**config.mk**
```make
export PLATFORM = sky130hd
export DESIGN_NAME = ifu_fetch_ctrl
export DESIGN_NICKNAME = d
export VERILOG_FILES = /design/src/rtl/ifu_fetch_ctrl_pkg.sv /design/src/rtl/ifu_fetchq.sv /design/src/rtl/ifu_fetch_ctrl.sv
export SDC_FILE = /design/constraint.sdc
export NUM_CORES = 1
export LEC_CHECK = 0
export BUFFER_PORTS_ARGS = -buffer_cell sky130_fd_sc_hd__buf_4
export CAP_MARGIN = 5
export CELL_PAD_IN_SITES_DETAIL_PLACEMENT = 1
export CELL_PAD_IN_SITES_GLOBAL_PLACEMENT = 2
export CORE_MARGIN = 3
export CORE_UTILIZATION = 30
export DETAILED_ROUTE_END_ITERATION = 6
export PLACE_DENSITY_LB_ADDON = 0.1
export REMOVE_ABC_BUFFERS = 1
export SLEW_MARGIN = 20
export SYNTH_ARGS = -nofsm -noshare
export SYNTH_HDL_FRONTEND = slang
export SYNTH_SLANG_ARGS = --single-unit
```
**constraint.sdc**
```tcl
create_clock -name i_clk -period 3.8 [get_ports i_clk]
set_clock_uncertainty 0.15 [all_clocks]
set_input_delay 0.19 -clock i_clk [delete_from_list [all_inputs] [get_ports i_clk]]
set_output_delay 0.19 -clock i_clk [all_outputs]
set_load 0.03 [all_outputs]
```
**src/rtl/ifu_fetch_ctrl_pkg.sv**
```systemverilog
// Shared fetch-side types and helpers: fetch block geometry, queue entry, slot mask.
`ifndef MXLEN
`define MXLEN 32
`endif

package ifu_fetch_ctrl_pkg;

  localparam int MXLEN       = `MXLEN;
  localparam int FETCH_BYTES = 16;
  localparam int FETCH_SLOTS = 4;
  localparam int SLOT_W      = 32;
  localparam int BLK_W       = FETCH_SLOTS * SLOT_W;

  typedef struct packed {
    logic [MXLEN-1:0] pc;
    logic [BLK_W-1:0] data;
    logic             err;
    logic             data_valid;
  } fetch_entry_t;

  // Slots at or above the starting slot of an unaligned PC carry live instructions.
  function automatic logic [FETCH_SLOTS-1:0] slot_mask(input logic [1:0] first);
    logic [FETCH_SLOTS-1:0] m;
    for (int i = 0; i < FETCH_SLOTS; i++) m[i] = (i >= int'(first));
    return m;
  endfunction

endpackage

```
**src/rtl/ifu_fetchq.sv**
```systemverilog
// In-order fetch tracking queue: head (deliver), rsp (next to fill), tail (allocate).
module ifu_fetchq
  import ifu_fetch_ctrl_pkg::*;
#(
  parameter int DEPTH = 4,
  localparam int AW   = $clog2(DEPTH)
) (
  input  logic             clk_i,
  input  logic             rst_ni,
  input  logic             push_i,
  input  logic [MXLEN-1:0] push_pc_i,
  input  logic             rsp_wr_i,
  input  logic [BLK_W-1:0] rsp_data_i,
  input  logic             rsp_err_i,
  input  logic             pop_i,
  input  logic             flush_i,
  output fetch_entry_t     head_o,
  output logic [AW:0]      count_o,
  output logic [AW:0]      pending_o
);

  localparam logic [AW:0] ONE = (AW+1)'(1);

  logic [AW:0]  head_q, head_d, tail_q, tail_d, rsp_q, rsp_d;
  fetch_entry_t ent_q [DEPTH];

  // Extra MSB on each pointer distinguishes full from empty after wrap.
  assign count_o   = tail_q - head_q;
  assign pending_o = tail_q - rsp_q;
  assign head_o    = ent_q[head_q[AW-1:0]];

  // Pointer advance; a flush collapses all three onto the tail.
  always_comb begin
    head_d = head_q;
    tail_d = tail_q;
    rsp_d  = rsp_q;
    if (flush_i) begin
      head_d = tail_q;
      rsp_d  = tail_q;
    end else begin
      if (push_i)   tail_d = tail_q + ONE;
      if (rsp_wr_i) rsp_d  = rsp_q + ONE;
      if (pop_i)    head_d = head_q + ONE;
    end
  end

  // Pointer registers.
  always_ff @(posedge clk_i or negedge rst_ni) begin
    if (!rst_ni) begin
      head_q <= '0;
      tail_q <= '0;
      rsp_q  <= '0;
    end else begin
      head_q <= head_d;
      tail_q <= tail_d;
      rsp_q  <= rsp_d;
    end
  end

  // Entry storage. Push, fill and pop never hit the same slot in one cycle:
  // fill needs a pending entry (not the tail), pop needs filled data (not the
  // rsp slot), and push is blocked when full so it never lands on the head.
  always_ff @(posedge clk_i or negedge rst_ni) begin
    if (!rst_ni) begin
      for (int i = 0; i < DEPTH; i++) ent_q[i] <= '0;
    end else if (flush_i) begin
      for (int i = 0; i < DEPTH; i++) ent_q[i].data_valid <= 1'b0;
    end else begin
      if (push_i) begin
        ent_q[tail_q[AW-1:0]].pc         <= push_pc_i;
        ent_q[tail_q[AW-1:0]].err        <= 1'b0;
        ent_q[tail_q[AW-1:0]].data_valid <= 1'b0;
      end
      if (rsp_wr_i) begin
        ent_q[rsp_q[AW-1:0]].data       <= rsp_data_i;
        ent_q[rsp_q[AW-1:0]].err        <= rsp_err_i;
        ent_q[rsp_q[AW-1:0]].data_valid <= 1'b1;
      end
      if (pop_i) ent_q[head_q[AW-1:0]].data_valid <= 1'b0;
    end
  end

endmodule

```
**src/rtl/ifu_fetch_ctrl.sv**
```systemverilog
// Fetch request controller: issues aligned I-cache requests, tracks them in
// order, delivers blocks to the fetch buffer and drops responses after a redirect.
module ifu_fetch_ctrl
  import ifu_fetch_ctrl_pkg::*;
#(
  parameter int DEPTH = 4,
  localparam int AW   = $clog2(DEPTH)
) (
  input  logic                   i_clk,
  input  logic                   i_rst_n,
  input  logic [MXLEN-1:0]       i_pcGen_npc,
  input  logic                   i_pcGen_npc_valid,
  output logic                   o_fetch_pcGen_stall,
  input  logic                   i_flush,
  output logic                   o_icache_req_valid,
  output logic [MXLEN-1:0]       o_icache_req_addr,
  input  logic                   i_icache_req_ready,
  input  logic                   i_icache_rsp_valid,
  input  logic [BLK_W-1:0]       i_icache_rsp_data,
  input  logic                   i_icache_rsp_err,
  output logic                   o_fb_valid,
  output logic [MXLEN-1:0]       o_fb_pc,
  output logic [BLK_W-1:0]       o_fb_data,
  output logic [FETCH_SLOTS-1:0] o_fb_slotMask,
  output logic                   o_fb_err,
  input  logic                   i_fb_ready
);

  localparam int          OFF_W    = $clog2(FETCH_BYTES);
  localparam logic [AW:0] ONE      = (AW+1)'(1);

  fetch_entry_t  head;
  logic [AW:0]   q_count, q_pending;
  logic [AW:0]   drop_q, drop_d;
  logic [AW+1:0] occ;
  logic          full, req_fire, rsp_drop, rsp_wr, pop;

  // In-flight = allocated entries plus fetches already squashed but not yet returned.
  assign occ  = {1'b0, q_count} + {1'b0, drop_q};
  assign full = occ >= (AW+2)'(DEPTH);

  // Combinational request path; gated by reset so outputs go quiet immediately.
  assign o_icache_req_valid  = i_rst_n & i_pcGen_npc_valid & ~full & ~i_flush;
  assign o_icache_req_addr   = {i_pcGen_npc[MXLEN-1:OFF_W], {OFF_W{1'b0}}};
  assign o_fetch_pcGen_stall = i_rst_n & i_pcGen_npc_valid & ~i_flush &
                               ~(i_icache_req_ready & ~full);
  assign req_fire            = o_icache_req_valid & i_icache_req_ready;

  // Responses first pay off squashed fetches, then fill the oldest pending entry.
  assign rsp_drop = i_icache_rsp_valid & ~i_flush & (drop_q != '0);
  assign rsp_wr   = i_icache_rsp_valid & ~i_flush & (drop_q == '0) & (q_pending != '0);

  assign o_fb_valid    = head.data_valid & ~i_flush;
  assign o_fb_pc       = head.pc;
  assign o_fb_data     = head.data;
  assign o_fb_err      = head.err;
  assign o_fb_slotMask = head.data_valid ? slot_mask(head.pc[3:2]) : '0;
  assign pop           = o_fb_valid & i_fb_ready;

  ifu_fetchq #(.DEPTH(DEPTH)) u_fetchq (
    .clk_i      (i_clk),
    .rst_ni     (i_rst_n),
    .push_i     (req_fire),
    .push_pc_i  (i_pcGen_npc),
    .rsp_wr_i   (rsp_wr),
    .rsp_data_i (i_icache_rsp_data),
    .rsp_err_i  (i_icache_rsp_err),
    .pop_i      (pop),
    .flush_i    (i_flush),
    .head_o     (head),
    .count_o    (q_count),
    .pending_o  (q_pending)
  );

  // Drop counter: a flush converts every still-pending fetch into a drop
  // (outstanding drops from an earlier flush are kept); a response arriving in
  // the flush cycle is itself one of them and is consumed on the spot.
  always_comb begin
    drop_d = drop_q;
    if (i_flush) begin
      drop_d = drop_q + q_pending;
      if (i_icache_rsp_valid && drop_d != '0) drop_d = drop_d - ONE;
    end else if (rsp_drop) begin
      drop_d = drop_q - ONE;
    end
  end

  // Drop counter register.
  always_ff @(posedge i_clk or negedge i_rst_n) begin
    if (!i_rst_n) drop_q <= '0;
    else          drop_q <= drop_d;
  end

  // A response with nothing outstanding means the I-cache broke ordering or was not reset.
  a_rsp_has_owner: assert property (@(posedge i_clk) disable iff (!i_rst_n)
    i_icache_rsp_valid |-> (q_pending != '0 || drop_q != '0));

endmodule
```
======== Yosys cells after proc, flatten, opt, wreduce, memory -nomap -nowiden ========
Cells that the tools add are included.
operators by class
  multiplexer cells ....................... 41
  reductions and logical operators ........ 12
  bitwise operators ....................... 19
  $lt $le $gt $ge ......................... 10
  add/sub/neg operators ................... 9
operators with widths
  cell                                                        number
  bitwise mux 648 bit                                         7
  2-to-1 mux 648 bit                                          5
  demux 162 bit (select 2 bit)                                7
  2-to-1 mux 162 bit                                          3
  binary-select mux 162 bit (select 2 bit)                    1
  2-to-1 mux 130 bit                                          1
  2-to-1 mux 3 bit                                            7
  bitwise AND 1 bit                                           13
  adder 3 x 1 -> 3 bit, second input constant                 3
  >= comparator 3 bit, second input constant                  3
  less-than comparator 3 x 1 -> 1 bit, second input constant  3
  inverter 2 -> 3 bit                                         3
  nonzero test 3 bit                                          3
  2-to-1 mux 1 bit                                            7
  nonzero test 2 bit                                          3
  subtractor 3 x 1 -> 3 bit, second input constant            2
  subtractor 3 bit                                            2
  adder 3 x 3 -> 4 bit                                        1
  >= comparator 1 x 2 -> 1 bit, first input constant          2
  >= comparator 4 x 3 -> 1 bit, second input constant         1
  logical AND 1 bit                                           4
  2-to-1 mux 2 bit                                            2
  2-to-1 mux 4 bit                                            1
  adder 3 bit                                                 1
  other kinds (4)                                             6
storage, ports and cells
  bits of input ports ..................... 168
  word-level logic and storage cells ...... 111
  register bits ........................... 660
  output and inout port bits .............. 200

======== Logic depth before layout (Yosys ltp) ========
Gate-level depths: netlist of the first run.
  word-level depth ........................ 18
  depth in mapped cells ................... 13
  gate-level depth less buffers ........... 13

======== Hierarchy ========
From an unflattened synthesis of the first run, not the netlist that was laid out.
second synthesis, totals
  cells, all modules ...................... 1,737
  area total of the unflattened synthesis .. 29,366.9 um^2
modules (own cells, without submodules)
  module          times used  cells an instance  seq. area each (um^2)  area each (um^2)
  ifu_fetchq      1           1,649              16,440.8               28,666.2
  ifu_fetch_ctrl  1           88                 75.1                   700.7

======== Worst setup path before layout of the first run ========
No wires, ideal clock.
  path type ............................... register to register
  start point ............................. register u_fetchq.head_q[1]
  end point ............................... register with a tool-made name
  setup time .............................. 128 ps
  data required time ...................... 3,522 ps
  data arrival time ....................... 3,756 ps
  stages on the path, launching flop included .. 13
  path buffers ............................ 4
  path slack .............................. -233 ps
  period minus slack after synthesis ...... 4,033 ps
  cells stage by stage .................... dfrtp_1 clkbuf_1 clkbuf_1 clkbuf_1 inv_1 fa_1 xnor2_1 ha_1 or3_1 nor4_4 nand2_2 buf_2 mux2_1
RTL lines
  item                      line              RTL
  start: declaration        ifu_fetchq.sv:24  logic [AW:0] head_q, head_d, tail_q, tail_d, rsp_q, rsp_d;
  start signal: assignment  ifu_fetchq.sv:50  head_q <= '0;
  start signal: assignment  ifu_fetchq.sv:54  head_q <= head_d;

======== Final worst setup path of the first run ========
  start point ............................. register u_fetchq.tail_q[0]
  end point ............................... output port o_fetch_pcGen_stall
between the ends
  cells in the longest elaborated chain, start to end .. 7
ends and longest elaborated chain
  item                          line                  RTL
  start: declaration            ifu_fetchq.sv:24
  start signal: assignment      ifu_fetchq.sv:55      tail_q <= tail_d;
  subtractor 3 bit              ifu_fetchq.sv:28      assign count_o = tail_q - head_q;
  adder 3 x 3 -> 4 bit          ifu_fetch_ctrl.sv:39  assign occ = {1'b0, q_count} + {1'b0, drop_q};
  >= comparator 4 x 3 -> 1 bit  ifu_fetch_ctrl.sv:40  assign full = occ >= (AW+2)'(DEPTH);
  inverter 1 bit                ifu_fetch_ctrl.sv:46  ~(i_icache_req_ready & ~full);
  bitwise AND 1 bit             ifu_fetch_ctrl.sv:46
  inverter 1 bit                ifu_fetch_ctrl.sv:46
  bitwise AND 1 bit             ifu_fetch_ctrl.sv:45  assign o_fetch_pcGen_stall = i_rst_n & i_pcGen_npc_valid & ~i_flush &
  end: declaration              ifu_fetch_ctrl.sv:13  output logic o_fetch_pcGen_stall,
Every way passes these cells.

==> results of run 1 <==
cell families (layout without fill, tap and decap cells):
kind of cell | after synthesis | after routing | share of synthesized area, %
AOI/OAI and AO/OA | 36 | 36 | 0.8466
xor gates and xnor gates | 11 | 11 | 0.3763
adders and majority gates | 24 | 24 | 1.103
buffers and inverters | 166 | 731 | 3.194
DFF | 660 | 660 | 56.44
muxes | 776 | 776 | 36.03
other | 1 | 8 | 0.01282
and+or+nand+nor | 135 | 135 | 1.993
placed cells by master, fill, tap and decap left out, types with 2 or more instances in the layout:
cell / netlist / routed
dfrtp_1: 660 / 658
mux2_2: 445 / 445
buf_4: 71 / 385
dlygate4sd3_1: 0 / 171
mux2_1: 164 / 164
mux4_2: 161 / 161
nand2_1: 106 / 106
clkbuf_16: 0 / 83
clkbuf_1: 21 / 25
ha_1: 21 / 21
inv_1: 20 / 20
buf_12: 0 / 19
o21ai_0: 15 / 15
clkbuf_8: 0 / 15
xnor2_1: 8 / 8
mux2i_1: 6 / 6
nor2_1: 5 / 5
a221oi_1: 5 / 5
bufinv_16: 0 / 5
diode_2: 0 / 4
a21oi_1: 4 / 4
nor3_1: 5 / 4
o211ai_4: 0 / 4
conb_1: 1 / 4
nand3_1: 3 / 3
nand2_2: 3 / 3
o211ai_1: 3 / 3
fa_1: 3 / 3
xor2_1: 2 / 2
nand2b_1: 2 / 2
or4_1: 2 / 2
o22ai_1: 2 / 2
nor4_4: 1 / 2
inv_6: 0 / 2
clkinv_2: 0 / 2
dfrtp_4: 0 / 2
per-stage QoR:
stage          cells  instance area [µm²]
2_1_floorplan   1666                28410
3_3_place_gp    3334                33330
3_5_place_dp    3334                33330
4_1_cts         3638                37610
5_1_grt         3644                37680
6_report        3646                37680
cell type report:
cell class / instances / share of cell area (%)
multi-input cells: 986 / 31.55
clock inverters: 10 / 0.5147
clock buffers: 122 / 6.243
well taps: 1265 / 4.200
flip-flops and latches: 660 / 43.85
diodes: 4 / 0.02656
inverters: 20 / 0.1992
repair buffers: 579 / 13.41
worst min-delay path by stage:
stage | start | endpoint | slack, ns | depth (start not counted)
3_5_place_dp | i_rst_n | async pin | -0.03 | 1
5_1_grt | i_pcGen_npc_valid | u_fetchq.ent_q[325]$_DFFE_PN0N_ | 0.12 | 5
6_report | i_pcGen_npc_valid | u_fetchq.ent_q[325]$_DFFE_PN0N_ | 0.1 | 5
4_1_cts | i_pcGen_npc_valid | u_fetchq.ent_q[325]$_DFFE_PN0N_ | 0.03 | 5
2_1_floorplan | i_rst_n | async pin | -0.26 | 0
3_3_place_gp | i_rst_n | async pin | -0.04 | 1
metal layers:
| metal | up-vias | share of wire (%) | wire length [µm] |
|---|---|---|---|
| met4 | 4 | 2.2 | 1783 |
| met2 | 314 | 50 | 41300 |
| met3 | 106 | 4.4 | 3604 |
| met1 | 9354 | 43 | 35160 |
| li1 | 7662 | - | - |
| met5 | - | 0.033 | 27 |
tightest hold or removal path, delay by kind of cell:
kind	cells	cell delay, ns
AND/OR/NAND/NOR	2	0.32
AO/OA/AOI/OAI	2	0.18
buffers and inverters	1	0.13
power breakdown:
part           internal, mW  total (mW)  switching (mW)  leakage [nW]
clock network          4.57        7.50            2.94          1.24
registers              9.56        10.8            1.27          8.87
logic                  5.08        10.5            5.39          8.28
timing repair:
item,CTS,global route
pin swaps,0,2
buffers inserted,0,3
setup endpoints to repair,8,140
cloned,0,1
gates resized for setup,1,3
hold endpoints to repair,1247,0
hold buffers,172,0
==> metrics.yaml, run 1 <==
worst_setup_path:
  critPathCaptureType: "output port"
  slowest_stage: "fa_1"
  start_kind: "register"
  cpLargestDelayFamily: "adder cells"
  path_buf_inv: 3
  rrSetupSlack_ns: 0.35
  crit_type: "register to output port"
  crit_end: "o_fetch_pcGen_stall"
  critical-path-max-stage-delay_ns: 0.43
  path_cells: "inv_1 > ha_1 > inv_1 > fa_1 > ha_1 > and3b_1 > nor2_1 > a21oi_1 > buf_4"
  crit_cells: 9
  reg2reg_depth: 11
  critPathRequiredTime_ns: 3.46
  arrival_ns: 3.20
  reg2reg_from: "u_fetchq.tail_q[0]$_DFFE_PN0P_"
  cp_max_fo: 6
  crit_path_start: "u_fetchq.tail_q[0]$_DFFE_PN0P_"
route:
  post_drt_wl_per_cell_um: 22.45
  drt_first_iter_violations: 650
  drc: 0
  num_vias: 17440
  viasPerCell: 4.783
  drt-pass1-iter-count: 4
  antenna_left: 0
  drt_wl_total_mm: 81.87
floorplanning:
  core-area_um2: 95860
  die_w_um: 318.3
  die_area_um2: 101300
  die_h_um: 318.3
  rows: 113
  io_pins: 368
  start_util_pct: 30.53
timing:
  worst_pin_slew_ns: 0.9877
  slew_violations: 0
  hold_ws_ns: 0.09998
  period_share_pct: 93.06
  hold_violations: 0
  setup_viol: 0
  fin_ws_ns: 0.2638
  max_freq_ghz: 0.2828
  period_needed_ns: 3.536
  tns_ns: 0
  rsz0062_at_grt: "no"
  relSlewSlack_pct: 34.15
global_routing:
  grt_pass1_vias: 20290
  overflow: 0
  grt_max_degree: 135
  grt_use_met1_pct: 20.47
  met2_usage_pct: 28.10
  met3_usage_pct: 3.654
  grt_pass1_wl_mm: 127.0
  busiest_layer: "met2"
  globalRouteTotalUtil_pct: 16.18
  antenna_found_initial: 6
placed_design:
  gp_congestion: 0.7135
  port_buffers: 363
  pre_cts_slack_ns: 0.1064
  dp_hpwl_mm: 50.50
min_path:
  hp-class: "input pin to register"
synthesis:
  synth_top_area_share_pct: 56.44
  yosysSeqAreaShare_pct: 56.44
  synth.top_cells.by_area: "dfrtp_1 (56%), mux2_2 (17%), mux4_2 (12%)"
  ys_seq_elements: 660
  synth_cell_types: 40
  ys_warn_count: 0
  synth-edff-count: 0
  synth_top_flop_cell: "dfrtp_1"
  synth_top_area_cell: "dfrtp_1"
  syn_area_per_cell_um2: 16.18
  synth-async-reset-ratio_pct: 100.0
  yosysMostFrequentCell: "dfrtp_1"
  synth_commonest_cells: "dfrtp_1 (660), mux2_2 (445), mux2_1 (164), mux4_2 (161), nand2_1 (106)"
  synthesis.area_um2: 29260
  syn_inst: 1809
clock_network:
  cts_tree: "done"
  clk_latency_ns: 0.62
  htreeDepth: 3
  clock-root-buffer: "clkbuf_16"
  clock_path_buffers: 3
  cts_buffers: 79
  clkTransAtPathRegs_ns: 0.06
  clock-sinks: 660
flow_run:
  cap_violations: 0
pwr:
  ir_worst_vdd_uv: 341.1
  p_leak_nw: 18.39
  power.density_nw_per_um2: 764.3
  p_total_mw: 28.80
final_layout:
  multiInputGateArea_um2: 11890
  regArea_um2: 16520
  fin_nets: 2518
  area_growth_pct: 28.77
  fillCellCount: 9601
  final_util_pct: 39.31
  drive_gt1_share_pct: 47.75
run_status:
  status: "finished clean"
No activity file was read; power rests on OpenSTA's default activity.
==> run 2, diff against run 1 <==
--- a/config.mk
+++ b/config.mk
@@ -9,6 +9,7 @@
 export CAP_MARGIN = 5
 export CELL_PAD_IN_SITES_DETAIL_PLACEMENT = 1
 export CELL_PAD_IN_SITES_GLOBAL_PLACEMENT = 2
+export CORE_ASPECT_RATIO = 1.5
 export CORE_MARGIN = 3
 export CORE_UTILIZATION = 30
 export DETAILED_ROUTE_END_ITERATION = 6
==> run 2 against run 1 <==
Hold slack worse by 0.0065 ns. Wire length up 2.0%. Global-route usage up 0.32 points. Clock power fell by 7.9%. Highest routed layer unchanged. First-iteration DRC count increased by 7.1%. Flip-flop and latch count unchanged. Sequential share of layout area grew 0.18 points. Combinational power is essentially flat.
==> metrics.yaml, run 2 (synthesized netlist as in run 1, its figures left out) <==
timing:
  period_share_pct: 94.32  # +1.3 points
  slew_violations: 0  # unchanged
  tns_ns: 0  # unchanged
  hold_violations: 0  # unchanged
  setup_viol: 0  # unchanged
  rsz0062_at_grt: "no"
  relSlewSlack_pct: 30.51  # -3.6 points
  worst_pin_slew_ns: 1.042  # +0.05463 ns
  period_needed_ns: 3.584  # +0.04794 ns
  max_freq_ghz: 0.2790  # -1.3%
placed_design:
  dpl_cell_area_um2: 33400  # +0.19%
  gp_congestion: 0.7068  # -0.94%
  dp_hpwl_mm: 52.37  # +3.7%
  port_buffers: 363  # unchanged
route:
  drc: 0  # unchanged
  drt_first_iter_violations: 696  # +7.1%
  viasPerCell: 4.817  # +0.71%
  drt_wl_total_mm: 83.51  # +2.0%
  drt-pass1-iter-count: 4  # unchanged
  num_vias: 17570  # +0.77%
  post_drt_wl_per_cell_um: 22.89  # +2.0%
  antenna_left: 0  # unchanged
worst_setup_path:
  critPathRequiredTime_ns: 4.19  # +0.73 ns
  start_kind: "register"
  cpLargestDelayFamily: "simple AND/OR/NAND/NOR gates"
  crit_type: "register to register"
  cp_max_fo: 6  # unchanged
  arrival_ns: 3.97  # +0.77 ns
  path_cells: "inv_1 > ha_1 > inv_1 > fa_1 > xnor2_1 > ha_1 > or3_1 > nor4_4 > dlygate4sd3_1 > nand2_1 > o21ai_0"
  slowest_stage: "dlygate4sd3_1"
  critPathCaptureType: "register"
  critical-path-max-stage-delay_ns: 0.67  # +0.24 ns
  path_buf_inv: 3  # unchanged
floorplanning:
  io_pins: 368  # unchanged
  start_util_pct: 30.43  # -0.10 points
  die_w_um: 261  # -18%
  die_area_um2: 101400  # about the same
  rows: 139  # +23%
  core-area_um2: 96180  # +0.33%
  die_h_um: 388.5  # +22%
pwr:
  power.density_nw_per_um2: 751.4  # -1.7%
  p_leak_nw: 18.31  # -0.41%
  ir_worst_vdd_uv: 458.6  # +34%
clock_network:
  cts_buffers: 73  # -7.6%
  htreeDepth: 3  # unchanged
  cts_tree: "done"
  clkTransAtPathRegs_ns: 0.06  # about the same
  clock_path_buffers: 3  # unchanged
  clock-sinks: 660  # unchanged
  clock-root-buffer: "clkbuf_16"
  clk_latency_ns: 0.63  # about the same
final_layout:
  fin_nets: 2516  # -0.079%
  final_common_cell: "dfrtp_1"
  drive_gt1_share_pct: 47.55  # -0.19 points
  design_area_um2: 37530  # -0.40%
  final_util_pct: 39.02  # -0.29 points
  fillCellCount: 9696  # +0.99%
  area_growth_pct: 28.25
  regArea_um2: 16520  # unchanged
  layout_common_cells: "dfrtp_1 (658), mux2_2 (445), buf_4 (383)"
  multiInputGateArea_um2: 11880  # about the same
global_routing:
  globalRouteTotalUtil_pct: 16.51  # +0.32 points
  grt_max_degree: 166  # +23%
  grt_pass1_wl_mm: 127.2  # +0.14%
  grt_pass1_vias: 20280  # -0.034%
  overflow: 0  # unchanged
  antenna_found_initial: 10  # +4
min_path:
  hp-class: "input pin to async pin"
run_status:
  status: "finished clean"
flow_run:
  cap_violations: 0  # unchanged
## run 2: changes by cell type in the layout (fill, tap and decap cells not counted), moves of 3 or more
cell / change
clkbuf_8: -6
diode_2: +3
clkbuf_16: -5
bufinv_16: -3
clkinv_2: +5
## run 2: timing repair
item	CTS	global route
endpoints found under the hold margin	770	0
buffers inserted	0	1
gates resized for setup	2	3
hold buffers	174	0
cloned	1	1
setup endpoints to repair	77	4
pin swaps	0	1
## run 2: metal layers
layer | routed length [µm] | GRT usage, % | up-vias
met5 | 37 | 0 | -
met4 | 1444 | 4.600 | 6
met3 | 4860 | 4.132 | 82
met2 | 42260 | 28.64 | 368
met1 | 34910 | 20.30 | 9470
li1 | - | - | 7648
## run 2: per-stage QoR
stage	cells	hold WS, ns	power (mW)	setup slack [ns]
floorplan	1666	-0.2556	17.71	-6.988
CTS	3639	0.05647	28.80	0.08053
detailed placement	3341	0.05216	21.45	0.2420
global route	3644	0.1136	29.96	0.02905
finish	3648	0.09351	28.20	0.2158
global placement	3341	0.05369	21.03	0.2250
## run 2: layout make-up
type,count,share of cell area (%)
inverters,20,0.2000
clock buffers,110,5.704
flip-flops and latches,660,44.03
repair buffers,583,13.79
clock inverters,13,0.3401
multi-input cells,986,31.67
well taps,1269,4.231
diodes,7,0.04667
## run 2: tightest hold or removal path: cells and delay by family
kind / cells / cell delay (ns)
buffers and inverters: 3 / 1.07
## run 2: power by group
group,switching (mW),internal (mW),leakage (nW)
sequential,1.27,9.56,8.87
clock,2.90,4.01,1.11
combinational,5.39,5.07,8.34
total,9.56,18.6,18.3
## run 2: final timing paths
kind	startpoint	to	slack, ns	cells after the start
min	i_rst_n	u_fetchq.ent_q[487]$_DFFE_PN0N_	0.09	3
max	u_fetchq.tail_q[0]$_DFFE_PN0P_	u_fetchq.tail_q[1]$_DFFE_PN0P_	0.22	11
max reg2reg	u_fetchq.tail_q[0]$_DFFE_PN0P_	u_fetchq.tail_q[1]$_DFFE_PN0P_	0.22	11
max in group asynchronous	i_rst_n	async pin	2.10	4
min reg2reg	register	register	0.31	2
min in group i_clk	i_pcGen_npc[2]	register	0.19	4
